`config.mk`:
```
export PLATFORM = sky130hd
export DESIGN_NAME = quad_osc_bank
export DESIGN_NICKNAME = d
export VERILOG_FILES = /design/src/rtl/osc_pkg.sv /design/src/rtl/osc_rotate.sv /design/src/rtl/quad_osc_bank.sv
export SDC_FILE = /design/constraint.sdc
export NUM_CORES = 1
export LEC_CHECK = 0
export CORE_UTILIZATION = 57
export CTS_CLUSTER_SIZE = 24
export DETAILED_ROUTE_END_ITERATION = 8
export DONT_BUFFER_PORTS = 1
export PLACE_DENSITY = 0.72
export SETUP_SLACK_MARGIN = 0.02
export SLEW_MARGIN = 20
export SYNTH_ARGS = -nofsm -noshare
export SYNTH_HDL_FRONTEND = slang
export SYNTH_SLANG_ARGS = --single-unit
```
`constraint.sdc`:
```
create_clock -name clk -period 36.1 [get_ports clk]
set_input_delay 3.61 -clock clk [delete_from_list [all_inputs] [get_ports clk]]
set_output_delay 3.61 -clock clk [all_outputs]
set_load 0.01 [all_outputs]
```
`src/rtl/osc_pkg.sv`:
```
// Shared definitions for the quadrature oscillator bank: FSM encoding and
// the symmetric saturation limit used by the rotation datapath.
package osc_pkg;

  localparam logic [1:0] ST_IDLE = 2'd0;
  localparam logic [1:0] ST_CALC = 2'd1;
  localparam logic [1:0] ST_HOLD = 2'd2;

  // Largest magnitude a w-bit signed sample may take; -2^(w-1) is excluded
  // so positive and negative clipping are symmetric.
  function automatic longint sat_limit(input int w);
    return (longint'(1) <<< (w - 1)) - 1;
  endfunction

endpackage

```
`src/rtl/osc_rotate.sv`:
```
// One step of the coupled-form (magic circle) oscillator with symmetric
// saturation and upward zero-crossing detection of sin. Purely combinational.
module osc_rotate
  import osc_pkg::*;
#(
  parameter int W    = 16,
  parameter int KW   = 8,
  parameter int FRAC = 8
) (
  input  logic signed [W-1:0]  cos_in,
  input  logic signed [W-1:0]  sin_in,
  input  logic        [KW-1:0] coef,
  output logic signed [W-1:0]  cos_out,
  output logic signed [W-1:0]  sin_out,
  output logic                 zc,
  output logic                 sat
);

  localparam int                PW     = W + KW + 1;
  localparam longint            LIM    = sat_limit(W);
  localparam logic signed [W:0] SAT_HI = LIM[W:0];
  localparam logic signed [W:0] SAT_LO = -SAT_HI;

  logic signed [KW:0] k_s;
  logic signed [W:0]  q_sin, q_cos;
  logic signed [W:0]  sum_sin, sum_cos;
  logic               hi_s, lo_s, hi_c, lo_c;

  assign k_s = {1'b0, coef};

  // The sin update uses the old cos; the cos update uses the already
  // saturated new sin, which keeps the recurrence stable.
  assign q_sin   = (W+1)'((PW'(cos_in) * PW'(k_s)) >>> FRAC);
  assign sum_sin = (W+1)'(sin_in) + q_sin;
  assign hi_s    = sum_sin > SAT_HI;
  assign lo_s    = sum_sin < SAT_LO;
  assign sin_out = hi_s ? SAT_HI[W-1:0] : (lo_s ? SAT_LO[W-1:0] : sum_sin[W-1:0]);

  assign q_cos   = (W+1)'((PW'(sin_out) * PW'(k_s)) >>> FRAC);
  assign sum_cos = (W+1)'(cos_in) - q_cos;
  assign hi_c    = sum_cos > SAT_HI;
  assign lo_c    = sum_cos < SAT_LO;
  assign cos_out = hi_c ? SAT_HI[W-1:0] : (lo_c ? SAT_LO[W-1:0] : sum_cos[W-1:0]);

  assign sat = hi_s | lo_s | hi_c | lo_c;
  assign zc  = sin_in[W-1] & ~sin_out[W-1];

endmodule

```
`src/rtl/quad_osc_bank.sv`:
```
// Bank of CH quadrature oscillators sharing one rotation datapath; enabled
// channels are serviced round-robin, one sample per IDLE/CALC/HOLD pass.
module quad_osc_bank
  import osc_pkg::*;
#(
  parameter int W       = 16,
  parameter int CH      = 4,
  parameter int KW      = 8,
  parameter int FRAC    = 8,
  parameter int AMP_RST = 29491
) (
  input  logic                     clk,
  input  logic                     rstb,
  input  logic [CH-1:0]            en_mask,
  input  logic                     cfg_we,
  input  logic [$clog2(CH)-1:0]    cfg_ch,
  input  logic [KW-1:0]            cfg_coef,
  input  logic signed [W-1:0]      cfg_amp,
  output logic                     out_valid,
  input  logic                     out_ready,
  output logic [$clog2(CH)-1:0]    out_ch,
  output logic signed [W-1:0]      out_cos,
  output logic signed [W-1:0]      out_sin,
  output logic                     out_zc,
  output logic                     out_sat
);

  localparam int                CW       = $clog2(CH);
  localparam logic signed [W-1:0] AMP_INIT = AMP_RST[W-1:0];

  logic signed [W-1:0] cos_r  [CH];
  logic signed [W-1:0] sin_r  [CH];
  logic        [KW-1:0] coef_r [CH];

  logic [1:0]    state;
  logic [CW-1:0] ptr, sel, pick, sel_next;
  logic [CW:0]   idx;
  logic          found, kill, cfg_ok;
  logic signed [W-1:0] rot_cos, rot_sin;
  logic          rot_zc, rot_sat;

  // Cyclic priority search for the first enabled channel at or after ptr.
  always_comb begin
    // NOTE: every always_comb output gets a default first so no path leaves it unassigned (no latch).
    pick  = ptr;
    found = 1'b0;
    idx   = '0;
    for (int i = 0; i < CH; i++) begin
      idx = {1'b0, ptr} + (CW+1)'(i);
      if (idx >= (CW+1)'(CH)) idx = idx - (CW+1)'(CH);
      if (!found && en_mask[idx[CW-1:0]]) begin
        pick  = idx[CW-1:0];
        found = 1'b1;
      end
    end
  end

  assign sel_next = (sel == CW'(CH - 1)) ? '0 : sel + 1'b1;
  assign cfg_ok   = cfg_we && (int'(cfg_ch) < CH);

  osc_rotate #(.W(W), .KW(KW), .FRAC(FRAC)) u_rot (
    .cos_in  (cos_r[sel]),
    .sin_in  (sin_r[sel]),
    .coef    (coef_r[sel]),
    .cos_out (rot_cos),
    .sin_out (rot_sin),
    .zc      (rot_zc),
    .sat     (rot_sat)
  );

  // NOTE: sequential state uses non-blocking assignments only, so every flop samples pre-edge values.
  always_ff @(posedge clk) begin
    if (rstb) begin
      state     <= ST_IDLE;
      ptr       <= '0;
      sel       <= '0;
      kill      <= 1'b0;
      out_valid <= 1'b0;
      out_ch    <= '0;
      out_cos   <= '0;
      out_sin   <= '0;
      out_zc    <= 1'b0;
      out_sat   <= 1'b0;
      // NOTE: the channel file is plain flops, not RAM, so each entry is reset to a defined value.
      for (int c = 0; c < CH; c++) begin
        cos_r[c]  <= AMP_INIT;
        sin_r[c]  <= '0;
        coef_r[c] <= '0;
      end
    end else begin
      case (state)
        ST_IDLE: begin
          if (|en_mask) begin
            sel   <= pick;
            kill  <= 1'b0;
            state <= ST_CALC;
          end
        end
        ST_CALC: begin
          out_ch    <= sel;
          out_cos   <= rot_cos;
          out_sin   <= rot_sin;
          out_zc    <= rot_zc;
          out_sat   <= rot_sat;
          out_valid <= 1'b1;
          state     <= ST_HOLD;
        end
        ST_HOLD: begin
          if (out_ready) begin
            if (!kill) begin
              cos_r[sel] <= out_cos;
              sin_r[sel] <= out_sin;
            end
            ptr       <= sel_next;
            out_valid <= 1'b0;
            state     <= ST_IDLE;
          end
        end
        default: state <= ST_IDLE;
      endcase

      // Configuration comes last so it overrides a same-cycle write-back.
      if (cfg_ok) begin
        coef_r[cfg_ch] <= cfg_coef;
        cos_r[cfg_ch]  <= cfg_amp;
        sin_r[cfg_ch]  <= '0;
        if (state != ST_IDLE && cfg_ch == sel) kill <= 1'b1;
      end
    end
  end

endmodule

```
==> out/summary.md, run 1 <==
The commonest non-fill, non-tap cell in the layout is inv_1. Setup repair after global routing left no endpoint under its margin. The worst setup path is captured at a register.

The number of synthesis warnings was 0; the CTS buffer count was 22. For the portion of the post-synthesis area used by sequential elements, the log shows 0.267. The logs give 1970 for the cell count after synthesis and 14200 for the via total after detailed routing. The run gives 2296 as the number of nets in the layout. The number of synthesized flops with an enable pin came out at 96. For this run, the leading register cell type out of synthesis is dfxtp_1.

The worst setup path is launched from a register. 71 I/O pins were placed. The fraction of the cycle the final worst path needs works out to 0.481.

The run gives 36.54 ns as the worst path required time. Distinct cell type count after synthesis: 72. Among all stages on the critical path, the largest delay is contributed by a21boi_1. The max-slew headroom at the worst pin was 0.310.

The longest individual stage delay on the worst path came out at 0.81 ns. The flow ran to the end, and the final reports show no timing, DRC or antenna violations. For the pin with the worst max-slew slack, the measured transition is 1.03 ns. In the final routed layout, each cell accounts on average for 20.8 um.

Worst min-delay path category: register to register. Share of cells above drive strength 1: 0.0612. The die covers 0.0341 mm2. For this run, design rule violations remaining after detail routing come to 0.

The logs give 0.304 for the overall fraction of global-route tracks in use and 0 for the hold violation total from the final report. Clock-pin slew was measured on the worst setup and hold paths at 0.06 ns. 0 antenna diodes ended up in the layout. The detailed router finished its first iteration with 1009 violations.

The time the final worst path needs with I/O delays and setup works out to 17.35 ns. Synthesis inferred 206 register bits. The number of nets handed over by synthesis was 2336.

The HPWL after detailed placement is 38200 um. Global routing finished with a remaining overflow of 0. The number of global-route vias before repair is 14700. The logs give 57.6 MHz for the highest achievable clock rate and 3 for the maximum count of clock buffers along a single path.

The max-capacitance violation count came out at 0. The post-synthesis async set-or-reset flop share was 0; the mean area per synthesized cell was 9.65 um2. The x dimension of the die works out to 185 um.

Relative area change from synthesis to final layout: 6.03%. Routability-driven placement finished with a final weighted congestion of 1.03. The logs give 49800 um for the routed wire length and 66 for the number of core rows. Most repeated library cell on the critical path: fa_1. In the routed layout, each cell is associated on average with a via count of 5.95. Category of the critical setup timing path: register to register. At the worst endpoint, the arrival time is 17.80 ns.

The maximum fanout along the worst path was 49. For the initial core utilization, the log shows 0.582. Once the clock tree was built, the setup fixing pass inserted 0 buffers. The floorplan die height is 185 um, and the number of slew-limit violations in the final report is 0. TritonCTS built the clock tree.

The count of hold buffers inserted by post-cts repair is 0. For the clock skew after layout, the log shows 0.0221 ns. For the setup violation total in the final timing report, the log shows 0.

The tools report the clock insertion delay at the later pin of the skew report as 0.53 ns. The tree is rooted in a clkbuf_16. In the layout the commonest cells are inv_1, fa_1, nand2_1, nor2_1, ha_1. The tree built by TritonCTS fans out to 206 sinks. In this run, post-CTS repair resized a total of 0 instances.

In this run the remaining antenna-violating nets after routing total 0. The initial antenna violation count was 1; the number of port buffers was 0. The wire length of the first global-routing pass came out at 79000 um. After floorplanning, the core was sized to cover 0.0327 mm2. Setup total negative slack on the finished layout was measured at 0 ns. Entering global routing, the biggest net connects 54 pins. The H-tree depth came out at 1.

The first TritonRoute pass finished after 6 iterations. The synthesized cell area is 0.0190 mm2.
state kept, by name (all words and copies together), names as in the netlist, 16 cells and up, named ones only:
name     flops
out_sin     16
sin_r       64
out_cos     16
cos_r       64
coef_r      32
layer usage:
metal  part of all wire  routed length [um]  GRT usage  vias to the layer above
li1                   -                   -          -                     6500
met1               0.40               19900      0.389                     7038
met2               0.48               23800      0.508                      563
met3              0.083                4110     0.0609                      108
met5                  0                   0          0                        -
met4              0.039                1960      0.115                        0
cells in the mapped netlist, types with 33 or more instances:
cell	count	area [um2]
a21oi_1	84	420
inv_1	278	1040
and2_1	68	425
nand2b_1	36	225
nor2_1	169	634
o22a_1	33	289
fa_1	204	4080
dfxtp_1	110	2200
mux4_2	33	743
ha_1	128	1600
clkbuf_1	73	274
xnor2_1	44	385
o21ai_0	55	275
edfxtp_1	96	2880
nand2_1	191	717
a22o_1	66	578
final timing paths:
path	slack (ns)	from	depth (start not counted)	endpoint
worst max-delay path	18.75	register	63	out_cos[0]
worst min-delay path	0.46	sin_r[3][7]	2	sin_r[3][7]
worst min register to register	0.46	sin_r[3][7]	2	sin_r[3][7]
worst max register to register	18.75	register	63	out_cos[0]
per-stage QoR:
step	utilization	hold slack, ns	setup slack (ns)	std cells	instance area [um2]
finish	0.617	0.456	18.75	2388	20200
global route	0.617	0.470	17.77	2388	20200
CTS	0.617	0.454	18.91	2388	20200
detailed placement	0.594	0.445	18.99	2348	19400
global placement	0.594	0.439	19.26	2348	19400
floorplan	-	0.433	20.32	1970	19000
critical path, delay by kind of cell (launching register included):
family / cells / cell delay [ns]
AOI/OAI and AO/OA: 24 / 5.80
adders and majority gates: 12 / 5.32
and+or+nand+nor: 10 / 2.12
buffers and inverters: 9 / 1.50
xor gates and xnor gates: 6 / 1.37
muxes: 2 / 0.79
DFF: 1 / 0.31
cell families after synthesis:
| family | count (synthesis) | share of synthesized area |
|---|---|---|
| compound gates | 367 | 0.135 |
| buf+inv | 363 | 0.0720 |
| fa+ha+maj | 334 | 0.300 |
| mux | 53 | 0.0505 |
| simple gates | 577 | 0.142 |
| flops | 206 | 0.267 |
| xor+xnor | 70 | 0.0330 |
layout make-up:
class	instances	area, um2
clock buffers	31	614
well taps	442	553
flip-flops and latches	206	5090
clock inverters	9	123
repair buffers	21	158
inverters	278	1040
multi-input cells	1401	12600
fillers	2768	12500
Power of run 1 is not shown: default switching activity piles up to over one toggle a cycle in this logic, so the estimate is an artifact.
==> run 2, diff against run 1 <==
--- a/config.mk
+++ b/config.mk
@@ -5,11 +5,12 @@
 export SDC_FILE = /design/constraint.sdc
 export NUM_CORES = 1
 export LEC_CHECK = 0
+export ABC_AREA = 1
 export CORE_UTILIZATION = 57
 export CTS_CLUSTER_SIZE = 24
 export DETAILED_ROUTE_END_ITERATION = 8
 export DONT_BUFFER_PORTS = 1
-export PLACE_DENSITY = 0.72
+export PLACE_DENSITY = 0.75
 export SETUP_SLACK_MARGIN = 0.02
 export SLEW_MARGIN = 20
 export SYNTH_ARGS = -nofsm -noshare
==> constraint.sdc (replaced) <==
create_clock -name clk -period 14.6 [get_ports clk]
set_input_delay 1.46 -clock clk [delete_from_list [all_inputs] [get_ports clk]]
set_output_delay 1.46 -clock clk [all_outputs]
set_load 0.01 [all_outputs]
==> run 2 against run 1 <==
- via count grew 26%
- sequential cell count is the same
- clock skew is 0.0082 ns lower
- hold slack improved by 0.023 ns
- cell count rose by 28%
- fmax increased by 25%
- synthesized cell count rose by 32%
- setup slack worse by 18 ns
- cell area rose by 7.1%
- highest routed layer unchanged
==> out/summary.md, run 2 <==
The uppermost layer routed was met4. The worst hold path belongs to the class register to register. Longest individual stage delay on the worst path: 0.56 ns (-0.25 ns). The post-synthesis sequential element count is 206 (unchanged). The tools report the distinct cell type count after synthesis as 48 (-33%).

The cell that appears most often on the critical path is inv_1. For this run, the leading register cell type out of synthesis is dfxtp_1. Routed wire length: 58100 um (+17%).

For the initial core utilization, the log shows 0.582 (about the same). The logs give 26800 um (+12%) for the met2 wire length and 68 (+3.0%) for the number of core rows. For the max-capacitance violation count, the log shows 0 (unchanged).

Clock tree synthesis selected as its root buffer the cell clkbuf_16. The logs give 0 (unchanged) for the number of slew-limit violations in the final report and 0.51 ns (-0.02 ns) for the clock insertion delay at the later pin of the skew report. The initial antenna violation count came out at 0 (-1). For the setup violation total in the final timing report, the log shows 0 (unchanged). Yosys instantiated no cell more often than inv_1. The time the final worst path needs with I/O delays and setup is 13.87 ns (-3.48 ns), and the pin count of the biggest net entering global routing is 46 (-15%).

fa_1 takes more of the synthesized area than any other cell. The number of port buffers works out to 0 (unchanged). Number of synthesized flops with an enable pin: 96 (unchanged). The largest registers in the layout are cos_r (64), sin_r (64), coef_r (32). The tools report the CTS buffer count as 20 (-9.1%). The number of inserted diodes was 0 (unchanged); the share of cells above drive strength 1 was 0.0691 (+0.00795). The logs give 0.252 (-0.0149) for the portion of the post-synthesis area used by sequential elements and 14.99 ns (-21.55 ns) for the worst path required time. The number of iterations in the first detailed-routing pass was 8 (+2). The run gives 1 (unchanged) as the H-tree depth.

The maximum count of clock buffers along a single path came out at 3 (unchanged). The top cell types in the final layout, fill and taps aside, are inv_1, nand2_1, nor2_1, fa_1, o21ai_0. The x dimension of the die is 190 um (+2.9%).

The slowest stage of the critical path is the fa_1 cell. By area the synthesized netlist is led by fa_1, edfxtp_1, dfxtp_1. The worst slack at placement is 0.220 ns (-18.77 ns). Post-placement cell count: 3014 (+28%). The post-synthesis async set-or-reset flop share was 0 (unchanged); the TritonCTS sink count was 206 (unchanged). Cell count after synthesis: 2599 (+32%). The run finished with clean final reports.

The floorplan die height came out at 190 um (+2.9%). For the via total after detailed routing, the log shows 17900 (+26%). The die outline area is 0.0361 mm2 (+5.9%). TritonCTS built the clock tree. The logs give 72.1 MHz (+25%) for the highest achievable clock rate and 0 (unchanged) for the number of synthesis warnings. The wire length of the first global-routing pass was 91800 um (+16%); the post-detailed-route via-to-cell ratio was 5.84 (-1.9%). The fraction of post-synthesis cell area in the top cell type by area is 0.203 (-0.0120). The run gives 1.00 (-2.4%) as the routability congestion estimate. The transition time at the pin with the least slew margin came out at 1.05 ns (+0.0199 ns).

The mean area per synthesized cell was 7.75 um2 (-20%). The relative area change from synthesis to final layout came out at 7.27%. The tools report the number of primary I/O pins as 71 (unchanged). The logs give 23000 um (+16%) for the routed metal-1 wirelength and 0.0346 mm2 (+5.9%) for the area of the core. The maximum fanout along the worst path came out at 37 (-24%). The worst slack on hold paths was 0.478 ns (+0.0225 ns); the number of antenna-violating nets in the routed design was 0 (unchanged). Setup repair after global routing could not meet its margin everywhere. The tools report the synthesized cell area as 0.0201 mm2 (+5.9%). The run gives 0.297 (-0.0133) as the max-slew headroom at the worst pin. The clock input transition at the sequential cells of the worst setup and hold paths was 0.07 ns (about the same); the count of routing violations after the opening detailed-route iteration was 1881 (+86%).

The logs give 0 (unchanged) for the total DRC errors in the routed layout and 3060 (+28%) for the non-filler instance count after layout. The number of nets produced by synthesis was 2965 (+27%); the mean routed wirelength per cell was 19.0 um (-8.9%). The arrival time at the worst endpoint was 14.26 ns (-3.54 ns). Hold violation total from the final report: 0 (unchanged). The category of the critical setup timing path was register to register. Commonest non-fill, non-tap cell in the layout: inv_1.

The logs give 17400 (+18%) for the number of global-route vias before repair and 2957 (+29%) for the number of nets in the layout. The met3 layer wire length in the routed design is 5680 um (+38%), and the clock skew after layout is 0.0139 ns (-0.00824 ns). STA classifies the critical path endpoint as a register.

The HPWL after detailed placement is 45600 um (+19%), and the leftover overflow at the end of global routing is 0 (unchanged). The worst setup path is launched from a register. The run gives 0 (unchanged) as the count of hold buffers inserted by post-cts repair. The fraction of the cycle the final worst path needs was 0.950 (+0.469); the worst-case setup margin in the final layout was 0.729 ns (-18.02 ns). Counting instances in the post-synthesis netlist gives the leading cell types as inv_1, nand2_1, nor2_1. For the overall fraction of global-route tracks in use, the log shows 0.326 (+0.0220).
## run 2: cell types whose count changed after synthesis, moves of 26 or more
cell      previous run  this run
o21ai_0             55       193
o22a_1              33         0
nand2b_1            36         0
a211oi_1            29         3
and2_1              68         0
a22o_1              66         0
inv_1              278       494
nand3_1             14       134
mux4_2              33         0
a21oi_1             84       145
nor2_1             169       297
nand2_1            191       435
nor2b_1             29         0
## run 2: critical path: cells and delay by family, from the launching register on
kind                       cells  cell delay, ns
DFF                            1            0.37
AOI/OAI and AO/OA             18            3.02
and+or+nand+nor               24            3.05
adders and majority gates     12            5.40
xor gates and xnor gates       3            0.62
buffers and inverters         13            1.27
## run 2: final timing paths
kind | slack [ns] | to | cells after the start | start
worst max-delay path | 0.73 | out_cos[8] | 70 | register
worst min-delay path | 0.48 | sin_r[0][1] | 2 | sin_r[0][1]
worst max register to register | 0.73 | out_cos[8] | 70 | register
worst min register to register | 0.48 | sin_r[0][1] | 2 | sin_r[0][1]
## run 2: layout make-up
type,instances,area [um2]
flip-flops and latches,206,5090
clock inverters,11,93.8
clock buffers,25,541
inverters,504,1920
repair buffers,60,519
fillers,3014,13000
well taps,455,569
multi-input cells,1799,12900
## run 2: logic make-up after synthesis
family | share of synthesized area
AND/OR/NAND/NOR | 0.207
buffers and inverters | 0.113
AO/OA/AOI/OAI | 0.118
adder cells (fa/ha/maj) | 0.282
flip-flops | 0.252
XOR/XNOR | 0.0278
## run 2: per-layer routing
metal | vias up | GRT usage
li1 | 8215 | -
met1 | 8517 | 0.436
met2 | 973 | 0.522
met3 | 161 | 0.0474
met4 | 0 | 0.152
met5 | - | 0
## run 2: stage by stage
step                utilization  setup TNS [ns]  cell area [um2]
floorplan                     -               0            20100
global placement          0.599               0            20700
detailed placement        0.599               0            20700
CTS                       0.617               0            21400
global route              0.624          -0.302            21600
finish                    0.624               0            21600
## run 2: timing repair
action	4_1_cts	5_1_grt
endpoints found under the hold margin	0	0
resized for setup	0	52
endpoints found under the setup margin	0	17
buffers inserted	0	10
Power of run 2 is left out for the same reason.
